## src/rtl/logic_pll_lock_timer_if.sv

```systemverilog
// logic_pll_lock_timer_if
// Groups the config (load) stream and the timer (expiry event) stream of
// logic_pll_lock_timer. The slave modport is the timer's view; the master
// modport is the view of whoever loads counts and consumes expiry events.
interface logic_pll_lock_timer_if #(
    parameter int WIDTH = 32
);
    localparam int KEEP_W = (WIDTH + 7) / 8;

    // Load stream: each beat carries a count value N.
    logic              config_tvalid;
    logic              config_tready;
    logic [WIDTH-1:0]  config_tdata;
    logic              config_tlast;

    // Expiry event stream: each beat carries the N that produced the event.
    logic              timer_tvalid;
    logic              timer_tready;
    logic [WIDTH-1:0]  timer_tdata;
    logic              timer_tlast;
    logic [KEEP_W-1:0] timer_tstrb;
    logic [KEEP_W-1:0] timer_tkeep;
    logic              timer_tuser;
    logic              timer_tdest;
    logic              timer_tid;

    modport slave (
        input  config_tvalid, config_tdata, config_tlast, timer_tready,
        output config_tready, timer_tvalid, timer_tdata, timer_tlast,
        output timer_tstrb, timer_tkeep, timer_tuser, timer_tdest, timer_tid
    );

    modport master (
        output config_tvalid, config_tdata, config_tlast, timer_tready,
        input  config_tready, timer_tvalid, timer_tdata, timer_tlast,
        input  timer_tstrb, timer_tkeep, timer_tuser, timer_tdest, timer_tid
    );
endinterface

```

## src/rtl/logic_pll_lock_timer.sv

```systemverilog
// logic_pll_lock_timer
// Programmable lock timer: a load of N arms a countdown of N*PRESCALER aclk
// cycles (N=0 counts as 1); on expiry an event carrying N is offered on the
// timer stream and held until the consumer accepts it. A new load always wins
// and restarts the count, discarding any pending or in-flight event.
//
// Optional feature macro: LOGIC_PLL_LOCK_TIMER_PERIODIC_EN
//   undefined : one-shot, an accepted event returns the timer to IDLE.
//   defined   : an accepted event re-arms with the latched N so events repeat
//               every N*PRESCALER cycles plus any time the event was stalled.
module logic_pll_lock_timer #(
    parameter int WIDTH     = 32,
    parameter int PRESCALER = 1
) (
    input  logic                   aclk,
    input  logic                   areset,
    logic_pll_lock_timer_if.slave  bus
);

    typedef enum logic [1:0] {
        IDLE    = 2'd0,
        COUNT   = 2'd1,
        EXPIRED = 2'd2
    } state_t;

    localparam logic [15:0]      PRESC_LAST = 16'(PRESCALER - 1);
    localparam logic [WIDTH-1:0] ONE        = WIDTH'(1);

    state_t           state_q, state_d;
    logic [WIDTH-1:0] count_q, count_d;
    logic [15:0]      presc_q, presc_d;
    logic [WIDTH-1:0] data_q,  data_d;

    logic             cfg_ready;
    logic             load;
    logic [WIDTH-1:0] load_count;
    logic             unused_tlast;

    // The load stream never stalls except while reset is held.
    assign cfg_ready    = ~areset;
    assign load         = bus.config_tvalid & cfg_ready;
    assign load_count   = (bus.config_tdata == '0) ? ONE : bus.config_tdata;
    assign unused_tlast = bus.config_tlast;

    assign bus.config_tready = cfg_ready;
    assign bus.timer_tvalid  = (state_q == EXPIRED);
    assign bus.timer_tdata   = data_q;
    assign bus.timer_tlast   = 1'b1;
    assign bus.timer_tstrb   = '1;
    assign bus.timer_tkeep   = '1;
    assign bus.timer_tuser   = 1'b0;
    assign bus.timer_tdest   = 1'b0;
    assign bus.timer_tid     = 1'b0;

`ifdef LOGIC_PLL_LOCK_TIMER_PERIODIC_EN
    logic [WIDTH-1:0] reload_count;
    assign reload_count = (data_q == '0) ? ONE : data_q;
`endif

    // Next-state logic: a load overrides everything, otherwise count down in
    // COUNT and wait for the consumer in EXPIRED.
    always_comb begin
        state_d = state_q;
        count_d = count_q;
        presc_d = presc_q;
        data_d  = data_q;

        if (load) begin
            state_d = COUNT;
            count_d = load_count;
            presc_d = '0;
            data_d  = bus.config_tdata;
        end else begin
            case (state_q)
                COUNT: begin
                    if (presc_q == PRESC_LAST) begin
                        presc_d = '0;
                        count_d = (count_q > ONE) ? (count_q - ONE) : '0;
                        if (count_q <= ONE) begin
                            state_d = EXPIRED;
                        end
                    end else begin
                        presc_d = presc_q + 16'd1;
                    end
                end
                EXPIRED: begin
                    if (bus.timer_tready) begin
`ifdef LOGIC_PLL_LOCK_TIMER_PERIODIC_EN
                        // The cycle the event was visible counts as the first
                        // tick of the next period, keeping the period exactly
                        // N*PRESCALER when the consumer never stalls.
                        if (PRESC_LAST == 16'd0) begin
                            presc_d = '0;
                            if (reload_count == ONE) begin
                                count_d = '0;
                                state_d = EXPIRED;
                            end else begin
                                count_d = reload_count - ONE;
                                state_d = COUNT;
                            end
                        end else begin
                            count_d = reload_count;
                            presc_d = 16'd1;
                            state_d = COUNT;
                        end
`else
                        state_d = IDLE;
`endif
                    end
                end
                default: begin
                    state_d = state_q;
                end
            endcase
        end
    end

    // State and datapath registers with synchronous reset to an idle, empty timer.
    always_ff @(posedge aclk) begin
        if (areset) begin
            state_q <= IDLE;
            count_q <= '0;
            presc_q <= '0;
            data_q  <= '0;
        end else begin
            state_q <= state_d;
            count_q <= count_d;
            presc_q <= presc_d;
            data_q  <= data_d;
        end
    end

endmodule

```

## src/flat_wrapper.sv

```systemverilog
// flat-port wrapper written by rule: the top's interface ports become plain ports
module logic_pll_lock_timer_flat 
#(
    parameter int WIDTH     = 32,
    parameter int PRESCALER = 1
)
  (aclk, areset, bus_config_tvalid, bus_config_tdata, bus_config_tlast, bus_timer_tready, bus_config_tready, bus_timer_tvalid, bus_timer_tdata, bus_timer_tlast, bus_timer_tstrb, bus_timer_tkeep, bus_timer_tuser, bus_timer_tdest, bus_timer_tid);
  logic_pll_lock_timer_if #(.WIDTH(WIDTH)) bus_i ();
  input  logic aclk;
  input  logic areset;
  input wire logic [$bits(bus_i.config_tvalid)-1:0] bus_config_tvalid;
  input wire logic [$bits(bus_i.config_tdata)-1:0] bus_config_tdata;
  input wire logic [$bits(bus_i.config_tlast)-1:0] bus_config_tlast;
  input wire logic [$bits(bus_i.timer_tready)-1:0] bus_timer_tready;
  output wire logic [$bits(bus_i.config_tready)-1:0] bus_config_tready;
  output wire logic [$bits(bus_i.timer_tvalid)-1:0] bus_timer_tvalid;
  output wire logic [$bits(bus_i.timer_tdata)-1:0] bus_timer_tdata;
  output wire logic [$bits(bus_i.timer_tlast)-1:0] bus_timer_tlast;
  output wire logic [$bits(bus_i.timer_tstrb)-1:0] bus_timer_tstrb;
  output wire logic [$bits(bus_i.timer_tkeep)-1:0] bus_timer_tkeep;
  output wire logic [$bits(bus_i.timer_tuser)-1:0] bus_timer_tuser;
  output wire logic [$bits(bus_i.timer_tdest)-1:0] bus_timer_tdest;
  output wire logic [$bits(bus_i.timer_tid)-1:0] bus_timer_tid;
  assign bus_i.config_tvalid = bus_config_tvalid;
  assign bus_i.config_tdata = bus_config_tdata;
  assign bus_i.config_tlast = bus_config_tlast;
  assign bus_i.timer_tready = bus_timer_tready;
  assign bus_config_tready = bus_i.config_tready;
  assign bus_timer_tvalid = bus_i.timer_tvalid;
  assign bus_timer_tdata = bus_i.timer_tdata;
  assign bus_timer_tlast = bus_i.timer_tlast;
  assign bus_timer_tstrb = bus_i.timer_tstrb;
  assign bus_timer_tkeep = bus_i.timer_tkeep;
  assign bus_timer_tuser = bus_i.timer_tuser;
  assign bus_timer_tdest = bus_i.timer_tdest;
  assign bus_timer_tid = bus_i.timer_tid;
  logic_pll_lock_timer #(.WIDTH(WIDTH), .PRESCALER(PRESCALER)) u_core (.aclk(aclk), .areset(areset), .bus(bus_i));
endmodule
```

## config.mk

```make
export PLATFORM = sky130hd
export DESIGN_NAME = logic_pll_lock_timer_flat
export DESIGN_NICKNAME = d
export VERILOG_FILES = /design/src/rtl/logic_pll_lock_timer_if.sv /design/src/rtl/logic_pll_lock_timer.sv /design/src/flat_wrapper.sv
export SDC_FILE = /design/constraint.sdc
export NUM_CORES = 1
export LEC_CHECK = 0
export ABC_AREA = 1
export BUFFER_PORTS_ARGS = -buffer_cell sky130_fd_sc_hd__buf_4
export CAP_MARGIN = 10
export CORE_UTILIZATION = 50
export CTS_BUF_LIST = sky130_fd_sc_hd__clkbuf_4 sky130_fd_sc_hd__clkbuf_8 sky130_fd_sc_hd__clkbuf_16
export CTS_CLUSTER_DIAMETER = 60
export DETAILED_ROUTE_END_ITERATION = 8
export HOLD_SLACK_MARGIN = 0.15
export PLACE_DENSITY = 0.82
export REMOVE_ABC_BUFFERS = 1
export SYNTH_ARGS = -nofsm -noshare
export SYNTH_HDL_FRONTEND = slang
export SYNTH_SLANG_ARGS = --single-unit
```

## constraint.sdc

```tcl
create_clock -name aclk -period 1.5 [get_ports aclk]
set_input_delay 0.075 -clock aclk [delete_from_list [all_inputs] [get_ports aclk]]
set_output_delay 0.075 -clock aclk [all_outputs]
set_load 0.005 [all_outputs]
```

* Yosys cells after proc, flatten, opt, wreduce, memory -nomap -nowiden
Index checks and enable logic that the tools add are counted.
** Word-level totals
- Register bits :: 82
- Bits in latches :: 0
- Bits in writable memories :: 0
- ROM bits :: 0
- Bits of input ports :: 37
- Logic and storage cells :: 40
- Memories kept :: 0
** Operators by class
- Add/sub/neg operators :: 2
- Multipliers :: 0
- Divide/modulo/power cells :: 0
- Magnitude comparators :: 2
- Equality and inequality tests :: 8
- Shifts and indexed selects :: 0
- Multiplexer cells :: 11
- Bitwise operators :: 2
- Reductions and logical operators :: 10
** Operators by type and width (count)
- $mux 32 :: 5
- $gt 32x1->1 const B :: 1
- $le 32x1->1 const B :: 1
- $logic_not 32->1 :: 1
- $sub 32x1->32 const B :: 1
- $add 16x1->16 const B :: 1
- $logic_not 16->1 :: 1
- $mux 16 :: 1
- $reduce_and 4->1 :: 2
- $mux 2 :: 3
- $ne 3x1->1 const B :: 2
- $reduce_bool 2->1 :: 3
- $ne 2x1->1 const B :: 2
- $pmux 2 s2 :: 1
- $ne 3x2->1 const B :: 1
- $reduce_bool 3->1 :: 1
- $eq 2x1->1 const B :: 1
- $eq 2x2->1 const B :: 1
- $ne 2x2->1 const B :: 1
- $reduce_and 2->1 :: 1
- $reduce_or 2->1 :: 1
- $and 1x1->1 :: 1
- $mux 1 :: 1
- $not 1->1 :: 1

* Depth between registers and ports, before layout
- Depth in word-level cells :: 5
- Mapped depth :: 10
- Mapped depth without buffers :: 10

* Worst setup path after synthesis
Ideal clock, no wire load.
- Path kind :: flip-flop to flip-flop
- Start :: register u_core.presc_q[0]
- End :: register u_core.count_q[26]
- Library setup time :: 120 ps
- Data arrival time :: 1331 ps
- Path slack :: 49 ps
- Cell stages (with the launch flop) :: 9
- Buffers on the path :: 1
- Cells stage by stage :: dfxtp_1 inv_1 ha_1 nand4_1 nor2_1 nand3_2 buf_2 a21boi_0 a21oi_1
** Between the ends
- Word-level cells in the longest chain between the ends :: 3
** RTL lines
- from (decl) :: RTL line logic_pll_lock_timer.sv:31 : logic [15:0] presc_q, presc_d;
- from (signal assigned) :: RTL line logic_pll_lock_timer.sv:128 : presc_q <= presc_d;
- $logic_not 16->1 :: RTL line logic_pll_lock_timer.sv:76 : if (presc_q == PRESC_LAST) begin
- $reduce_bool 2->1 (no line)
- $reduce_and 2->1 (no line)
- to (signal assigned) :: RTL line logic_pll_lock_timer.sv:127 : count_q <= count_d;
- to (decl) :: RTL line logic_pll_lock_timer.sv:30 : logic [WIDTH-1:0] count_q, count_d;
No other way between the ends.
A chain may end at the register's enable or synchronous reset.

* Worst setup path in the final report
- Start :: register u_core.count_q[22]
- End :: register u_core.count_q[14]
** Between the ends
- Word-level cells in the longest chain between the ends :: 5
** RTL lines
- $gt 32x1->1 :: RTL line logic_pll_lock_timer.sv:78 : count_d = (count_q > ONE) ? (count_q - ONE) : '0;
- $mux 32 :: RTL line logic_pll_lock_timer.sv:78
- $mux 32 :: RTL line logic_pll_lock_timer.sv:76
- $mux 32 :: RTL line logic_pll_lock_timer.sv:74 : case (state_q)
- $mux 32 :: RTL line logic_pll_lock_timer.sv:68 : if (load) begin
No other way between the ends. The select of a mux whose other input is x is not followed.

==> results by group <==
Synthesis
  • Yosys reg bits: 82
  • Syn Inst Count: ~740
  • Post-synthesis simple-gate area fraction: between 30% and 40%
  • Cell variety after synth: 33
  • Ys flop type: dfxtp_1
  • Mux cell area share after synthesis: 0%
  • Mapped cell area: about 4800 sq um
  • Largest family of logic cells by synthesized area: simple AND/OR/NAND/NOR gates
  • Ys Warns: 0
  • Synth Area in Adders: under 10%
  • EDFF count, synth: 0
  • Sequential fraction of the synthesis area: between 30% and 40%
  • Top post-synthesis cells by area: dfxtp_1 (34%), nand2_1 (13%), nor2_1 (9.3%), a21oi_1 (6.4%), o21ai_0 (5.6%)
  • XOR/XNOR Fraction of Synth Area: between 2 and 2.5%
  • Post-Syn Area per Cell: between 6 and 7 sq um
  • Yosys top cell area share: about 34%
  • Dominant cell by count in the synthesized netlist: nand2_1
  • Most frequent cells after synthesis: nand2_1 (167), nor2_1 (118), dfxtp_1 (82), inv_1 (66), a21oi_1 (61)
  • Asr flop ratio synth: 0%
  • Cell taking the most area after synthesis: dfxtp_1
  • Synth Area in Compound Gates: roughly 16%

Power
  • Pleak: between 3 and 4 nW
  • Clk pwr share: 28.2%
  • Sequential power share: roughly 36%
  • Int Pwr: 4.67 mW
  • Psw: between 2 and 2.5 mW
  • Overall power: slightly above 7 mW
  • Peak VDD IR: about 0.00064 V
  • Comb pwr share: 36.3%
  • Pwr per Cell Area: about 1000 nW/um^2
  • Sw Ratio: a little over a third

Critical path
  • Critical-path top delay cell: dfxtp_1
  • Cell Chain, Critical Path: nor2_1 > nand2_1 > nor2_1 > nand3_2 > nor2_4 > nor2_4 > buf_12 > buf_16 > nand2_2 > a21oi_1
  • Reg2reg start: u_core.count_q[22]
  • R2r worst-path depth: 10
  • Worst Path Max Fanout: 8
  • CP bufs+invs: 2
  • WP data arrival: around 1.9 ns
  • Crit path max-delay family: simple AND/OR/NAND/NOR gates
  • Startpoint types: flip-flop
  • FF-to-FF End: u_core.count_q[14]
  • Critical Setup Path Class: flip-flop to flip-flop
  • CP peak stage delay: 0.32 ns
  • Register-to-register setup slack: -0.17 ns
  • Required time worst endpoint: between 1.5 and 2 ns
  • Critical path endpoint category: flip-flop

Floorplan
  • Core footprint: around 9200 sq um
  • Chip width: 99.6 microns
  • Die Ht: ~100 microns
  • Site row count: 35
  • I/O Pins: between 80 and 90
  • Die area: 9910 sq um
  • Initial core utilization: a little over 50%

Routing
  • Initial drt markers: 515
  • DR pass1 iterations: 5
  • WL per Instance: 16.1 microns
  • Vias: between 5000 and 6000
  • ANT nets after route: 0
  • DRC Markers: 0
  • Total Wirelength: approximately 17000 microns
  • Via-per-instance ratio: between 5 and 6

Global routing
  • Global-route wire length before repair: 25500 microns
  • Total grt overflow: 0
  • Total GRT Usage: 32.5%
  • Initial antenna violation count: 0
  • Largest net degree at the start of global routing: 36
  • Number of global-route vias before repair: ~5600

STA
  • Fin crit period: 1.67 ns
  • Max-slew violation count: 0
  • Setup TNS: -3.88 ns
  • Final hold vios: 0
  • Final setup vio count: 36
  • Post-Route Skew: 0.0132 ns
  • RSZ-0062 raised after global routing: yes
  • Final critical-path share of the clock period: 112%
  • Highest Clock Rate: ~600 MHz
  • Final Worst Setup Slack: -0.173 ns

Cells and area
  • Antenna cells: 0
  • Layout Nets: approximately 970
  • Area grow syn2layout: 50.7%
  • Share of layout cells above drive strength 1: between 30% and 40%
  • Final Instance Count excl. Fillers: around 1100

Clocking
  • Clock buffer depth: 2
  • Num Clock Sinks: 82
  • # H-tree levels: 3
  • Clk slew on worst S/H paths: 0.09 ns
  • CTS tree: done
  • CTS buffer count: 9
  • Root buffer cell: clkbuf_8
  • Clk_lat worst skew: 0.36 ns

Placement
  • Port Buffers: 69
  • GP Congestion: between 0.9 and 1
  • HPWL Detailed: between 10000 and 15000 microns
  • Placed cells: roughly 1000

Run status
  • Status: finished, violations left
  • Violated checks: setup timing

Min path
  • WHS Endpoint: u_core.presc_q[12]
  • Cells on Worst Hold Path: 4
  • Worst hold path class: input pin to flip-flop
  • Worst hold start: bus_config_tvalid

Job
  • Max-Cap Viols: 0
worst register-to-register path: cells and delay by family, from the launching register on:
kind / cells / cell delay (ns)
buffers and inverters: 2 / 0.29
AOI/OAI and AO/OA: 1 / 0.06
DFF: 1 / 0.32
and+or+nand+nor: 7 / 0.89
power by group through the flow:
stage                     Sequential, mW  Combinational [mW]  Clock, mW
after floorplan                     2.53                1.07          0
after global placement              2.53                1.97          0
after detailed placement            2.54                2.01          0
after CTS                           2.51                2.25       2.02
after global routing                2.56                2.78       2.12
final                               2.55                2.60       2.02
layout make-up:
class	count	area [sq um]
Clock inverter	6	115
Clock buffer	10	131
Inverter	68	258
Multi-Input combinational cell	560	3040
Tap cell	129	161
Sequential cell	82	1650
Fill cell	626	2070
Timing Repair Buffer	205	1820
routing by layer:
layer / global-route usage [%] / share of wire, % / up-vias / wire, microns
met1: 36.7 / 38 / 2719 / 6520
met2: 59.5 / 50 / 309 / 8500
met3: 4.36 / 6.6 / 87 / 1130
met5: 0 / 0 / - / 0
li1: - / - / 2748 / -
met4: 17.1 / 5.3 / 0 / 895
per-stage QoR:
stage | hold slack, ns | util [%] | setup slack (ns) | instance area (sq um)
finish | 0.154 | 77.6 | -0.173 | 7170
global route | 0.181 | 77.6 | -0.240 | 7170
CTS | 0.151 | 73.7 | -0.0894 | 6810
detailed placement | 0.290 | 64.3 | -0.136 | 5950
global placement | 0.294 | 64.3 | -0.0708 | 5950
floorplan | 0.191 | - | -0.382 | 4560
registers in the layout, summed over array words and instances (netlist names):
register / count
u_core.bus.timer_tdata: 32
u_core.count_q: 32
u_core.presc_q: 16
u_core.state_q: 2
worst max-delay path by stage:
| stage | from | to | slack (ns) | cells past startpoint |
|---|---|---|---|---|
| detailed placement | u_core.count_q[1] | u_core.count_q[14] | -0.14 | 8 |
| global route | u_core.count_q[8] | u_core.count_q[19] | -0.24 | 10 |
| floorplan | bus_config_tvalid | u_core.presc_q[5] | -0.38 | 5 |
| CTS | u_core.count_q[0] | u_core.count_q[19] | -0.09 | 11 |
| finish | u_core.count_q[22] | u_core.count_q[14] | -0.17 | 10 |
| global placement | u_core.count_q[13] | u_core.count_q[30] | -0.07 | 8 |
cell families after synthesis:
| logic type | Yosys count |
|---|---|
| xor gates and xnor gates | 11 |
| other | 2 |
| AOI/OAI and AO/OA | 142 |
| and+or+nand+nor | 391 |
| buffers and inverters | 105 |
| DFF | 82 |
| adders and majority gates | 4 |
what timing repair did:
action                     in CTS  in global routing
gates cloned                    2                  3
pin swaps                       9                 14
setup buffers                   9                  5
setup endpoints to repair      45                 46
hold endpoints to repair       44                  0
gates resized for setup        45                107
hold buffers                   34                  0
cells in the final DEF (no fill, tap or decap), types with 7 or more instances in the layout:
cell type / count
buf_4: 156
nand2_1: 154
nor2_1: 98
dfxtp_1: 72
inv_1: 60
nand3_1: 49
a21oi_1: 44
dlygate4sd3_1: 34
o21ai_0: 24
nor2_2: 19
o21ai_2: 18
nand4_1: 17
a21oi_2: 17
o21ai_1: 16
nand2_2: 13
nor2_4: 12
conb_1: 12
dfxtp_2: 10
nor3_1: 9
clkbuf_8: 9
o21bai_1: 8
inv_2: 7
a21boi_1: 7
buf_12: 7
No activity file was read; power rests on OpenSTA's default activity.
